`config.mk`:
```
export PLATFORM = sky130hd
export DESIGN_NAME = pacman_dir_ctrl
export DESIGN_NICKNAME = d
export VERILOG_FILES = /design/src/rtl/pacman_dir_ctrl.sv
export SDC_FILE = /design/constraint.sdc
export NUM_CORES = 1
export LEC_CHECK = 0
export ABC_AREA = 1
export CAP_MARGIN = 5
export CORE_ASPECT_RATIO = 1.25
export CORE_MARGIN = 4
export CORE_UTILIZATION = 32
export CTS_BUF_LIST = sky130_fd_sc_hd__clkbuf_2 sky130_fd_sc_hd__clkbuf_4 sky130_fd_sc_hd__clkbuf_8
export CTS_CLUSTER_DIAMETER = 80
export DETAILED_ROUTE_END_ITERATION = 12
export GPL_ROUTABILITY_DRIVEN = 1
export PLACE_DENSITY = 0.56
export SETUP_SLACK_MARGIN = 0.4
export SKIP_CTS_REPAIR_TIMING = 1
export SLEW_MARGIN = 10
export SYNTH_ARGS = -nofsm -noshare
export SYNTH_HDL_FRONTEND = slang
export SYNTH_SLANG_ARGS = --single-unit
```
`constraint.sdc`:
```
create_clock -name clk -period 1.5 [get_ports clk]
set_clock_uncertainty 0.05 [all_clocks]
set_input_delay 0.15 -clock clk [delete_from_list [all_inputs] [get_ports clk]]
set_output_delay 0.15 -clock clk [all_outputs]
set_load 0.01 [all_outputs]
```
`src/rtl/pacman_dir_ctrl.sv`:
```
// Direction-command stage: synchronises debounced clicks, detects presses, adds
// auto-repeat while a button is held and keeps one pending command until acknowledged.
module pacman_dir_ctrl #(
    parameter int REPEAT_DELAY = 250,
    parameter int REPEAT_RATE  = 100,
    parameter int CNT_W        = 16
) (
    input  logic       clk,
    input  logic       rst_n,
    input  logic       tick_1ms,
    input  logic       click_up,
    input  logic       click_down,
    input  logic       click_left,
    input  logic       click_right,
    input  logic       dir_ack,
    output logic       dir_valid,
    output logic [1:0] dir_code,
    output logic [1:0] cur_dir,
    output logic       overrun
);
    typedef enum logic [1:0] {IDLE, DELAY, REPEAT} state_t;

    localparam logic [CNT_W-1:0] DELAY_LAST = CNT_W'(REPEAT_DELAY - 1);
    localparam logic [CNT_W-1:0] RATE_LAST  = CNT_W'(REPEAT_RATE - 1);

    // Bit index equals the direction code: 0=UP 1=DOWN 2=LEFT 3=RIGHT.
    logic [3:0] click;
    logic [3:0] sync1;
    logic [3:0] sync;
    logic [3:0] prev;
    logic [3:0] rise;

    state_t           state;
    logic [CNT_W-1:0] cnt;
    logic [1:0]       held_dir;

    logic       press;
    logic [1:0] press_dir;
    logic       released;
    logic       rep_event;
    logic       ev;
    logic [1:0] ev_code;

    assign click = {click_right, click_left, click_down, click_up};
    assign rise  = sync & ~prev;

    always_ff @(posedge clk or negedge rst_n) begin
        if (!rst_n) begin
            sync1 <= '0;
            sync  <= '0;
            prev  <= '0;
        end else begin
            sync1 <= click;
            sync  <= sync1;
            prev  <= sync;
        end
    end

    always_comb begin
        press     = |rise;
        press_dir = 2'd3;
        if (rise[0])      press_dir = 2'd0;
        else if (rise[1]) press_dir = 2'd1;
        else if (rise[2]) press_dir = 2'd2;
        released  = (state != IDLE) && !sync[held_dir];
        rep_event = 1'b0;
        if (!released && tick_1ms) begin
            if (state == DELAY && cnt == DELAY_LAST)   rep_event = 1'b1;
            if (state == REPEAT && cnt == RATE_LAST)   rep_event = 1'b1;
        end
        ev      = press | rep_event;
        ev_code = press ? press_dir : held_dir;
    end

    // A new press always restarts the delay, whatever the repeat state was doing.
    always_ff @(posedge clk or negedge rst_n) begin
        if (!rst_n) begin
            state    <= IDLE;
            cnt      <= '0;
            held_dir <= 2'd0;
        end else if (press) begin
            state    <= DELAY;
            cnt      <= '0;
            held_dir <= press_dir;
        end else begin
            case (state)
                DELAY, REPEAT: begin
                    if (released) begin
                        state <= IDLE;
                        cnt   <= '0;
                    end else if (tick_1ms) begin
                        if (rep_event) begin
                            state <= REPEAT;
                            cnt   <= '0;
                        end else begin
                            cnt <= cnt + 1'b1;
                        end
                    end
                end
                default: begin
                    state <= IDLE;
                    cnt   <= '0;
                end
            endcase
        end
    end

    // One-entry pending slot; an event in the same clk as an ack refills it silently.
    always_ff @(posedge clk or negedge rst_n) begin
        if (!rst_n) begin
            dir_valid <= 1'b0;
            dir_code  <= 2'd0;
            cur_dir   <= 2'd2;
            overrun   <= 1'b0;
        end else begin
            overrun <= 1'b0;
            if (ev) begin
                dir_valid <= 1'b1;
                dir_code  <= ev_code;
                overrun   <= dir_valid & ~dir_ack;
            end else if (dir_ack) begin
                dir_valid <= 1'b0;
            end
            if (dir_ack && dir_valid) cur_dir <= dir_code;
        end
    end
endmodule

```
==> flow_summary.yaml <==
synthesis:
  syn-num-nets: 272
  ys.warnings.count: 0
  synth_top_area_share_pct: 45.3
  yosysSeqAreaShare_pct: 46.6
  yosysTopAreaCell: "dfrtp_1"
  syn_area_per_cell_um2: 7.89
  syn_area_um2: 2040
  ys_seq_elements: 38
  synthCells: 259
  yosysUniqueCellTypes: 22
  synth.area.top_cells: "dfrtp_1, nand2_1, inv_1, nor2_1, nand2_2"
global_route:
  grt_usage_pct: 12.1
  grt_pass1_vias: 1655
  grt_pass1_wl_um: 7490
  grt_max_degree: 39
  antenna_found_initial: 0
  overflow: 0
routing:
  vias: 1829
  drt_iter0_markers: 57
  vias_per_cell: 4.48
  ant_nets: 0
  routedWlPerCell_um: 11.2
  drcViolationCount: 0
  drtPass1Iterations: 4
  wl_um: 4590
critical_path:
  crit_type: "register to register"
  worst_setup_path_end_kind: "register"
  cp.required_ns: 1.67
  cp-startpoint: "state[1]"
  worstReg2RegStart: "state[1]"
  cp_max_fo: 3
  start_kind: "register"
  arrival_ns: 1.87
sta:
  tightest_slew_ns: 0.500
  rsz0062_at_grt: "true"
  setup_viol: 22
  max_freq_mhz: 588
  layout_min_cycle_time_ns: 1.70
  slew_violations: 0
  timing.hold.ws_ns: 0.239
  setup_slack_ns: -0.200
  hold_viol_final: 0
  relSlewSlack_pct: 66.7
  timing.final.crit_share_pct: 113
  fin_setup_tns_ns: -2.44
power_and_ir_drop:
  peakVddDrop_mv: 0.737
  p_per_area_nw_per_um2: 894
  leakage_nw: 1.42
  finalPower_mw: 2.62
cells_and_area:
  nets: 335
  syn_to_final_growth_pct: 43.4
  layout-drive-gt1-share_pct: 42.4
  final_util_pct: 47.2
  antenna_cells: 0
  nFillCells: 612
place:
  place_hpwl_um: 3210
  portBuffers: 13
  globalplace.congestion: 0.803
die:
  die_x_um: 79.5
  coreArea_um2: 6210
  ios: 14
  die_h_um: 97.3
  start_util_pct: 32.9
  row_count: 32
  die_area_um2: 7740
hold_path:
  min_from: "click_right"
  hold_class: "input pin to register"
run_status:
  run_status: "finished, violations left"
  violations: "negative setup slack"
cts:
  cts-root-buf: "clkbuf_8"
  clockBufferDepth: 2
  cts_made_buffers: 5
  cts_tree: "built"
  clk-insertion-delay-late_ns: 0.29
  htreeDepth: 2
  cts.sinks: 38
  clk_pin_slew_ns: 0.08
flow_run:
  drv_cap: 0
==> area by class of cell <==
type / count / area [um^2] / area share (%)
clock inverter: 3 / 68.8 / 2.35
sequential: 38 / 952 / 32.5
multi-input combinational: 178 / 1070 / 36.5
tap: 85 / 106 / 3.63
timing repair inverter: 1 / 6.26 / 0.213
timing repair buffer: 58 / 499 / 17.0
clock buffer: 5 / 68.8 / 2.35
inverter: 40 / 160 / 5.47
==> final timing paths <==
path,to,slack [ns],depth (start not counted)
min in group asynchronous,cnt[6],0.38,3
max,cnt[0],-0.20,8
min,sync1[3],0.24,1
min reg2reg,sync[1],0.30,0
max reg2reg,cnt[0],-0.20,8
max in group asynchronous,cur_dir[1],0.64,3
==> state kept, by name, indices dropped and copies added, names as in the netlist <==
signal,count
cnt,16
prev,4
sync1,4
sync,4
cur_dir,2
dir_code,2
held_dir,2
state,2
dir_valid,1
overrun,1
==> stage by stage <==
stage          std cells  setup WS [ns]  instance area, um^2
6_report             408         -0.200                 2930
5_1_grt              408         -0.306                 2930
4_1_cts              396         -0.283                 2690
3_5_place_dp         388         -0.257                 2550
3_3_place_gp         388         -0.241                 2550
2_1_floorplan        259        -0.0510                 2090
==> cell usage in the layout (no fill, tap or decap), drive strengths merged <==
| master | count |
|---|---|
| nand2 | 81 |
| buf | 46 |
| nor2 | 42 |
| inv | 41 |
| dfrtp | 37 |
| nand3 | 21 |
| o21ai | 10 |
| a21oi | 9 |
| clkdlybuf4s50 | 6 |
| clkbuf | 6 |
| ha | 5 |
| nor3 | 5 |
| nand4 | 4 |
| dlymetal6s2s | 4 |
| bufinv | 2 |
| o21bai | 1 |
| clkinv | 1 |
| dfstp | 1 |
| dlygate4sd3 | 1 |
==> layer usage <==
layer / track usage (%) / wire length (um) / share of wire, %
met3: 2.78 / 134 / 2.9
met1: 15.2 / 1970 / 43
met5: 0 / 0 / 0
met2: 20.3 / 2400 / 52
met4: 3.97 / 80 / 1.7
==> where the power goes <==
group	switching (mW)	internal, mW
combinational	0.242	0.208
sequential	0.0355	1.08
clock	0.386	0.666
total	0.664	1.96
==> cell families after synthesis <==
family	after synthesis	share of synthesized area, %
buffers and inverters	43	9.37
AO/OA/AOI/OAI	20	5.02
flip-flops	38	46.6
adder cells (fa/ha/maj)	5	3.06
AND/OR/NAND/NOR	153	35.9
==> Yosys cell counts <==
| cell | instances |
|---|---|
| inv_1 | 35 |
| buf_6 | 1 |
| nor2_1 | 32 |
| nand3_2 | 2 |
| buf_8 | 2 |
| nand2_2 | 16 |
| nand4_1 | 4 |
| a21oi_1 | 9 |
| nand2_4 | 1 |
| nand2_1 | 64 |
| o21ai_1 | 2 |
| dfstp_2 | 1 |
| dfrtp_1 | 37 |
| nor3_1 | 3 |
| nand3_1 | 18 |
| inv_2 | 5 |
| ha_1 | 5 |
| nor3_4 | 2 |
| o21bai_1 | 1 |
| nand3_4 | 1 |
| nor2_2 | 10 |
| o21ai_0 | 8 |
==> critical path, cell delays in order (launching register included) <==
cell	delay (ns)
dfrtp_1	0.37
inv_2	0.07
ha_4	0.27
inv_2	0.04
nor3_4	0.21
buf_4	0.17
nand3_4	0.13
buf_4	0.18
o21ai_1	0.15
Note: power is estimated with default switching activity, not from simulation.
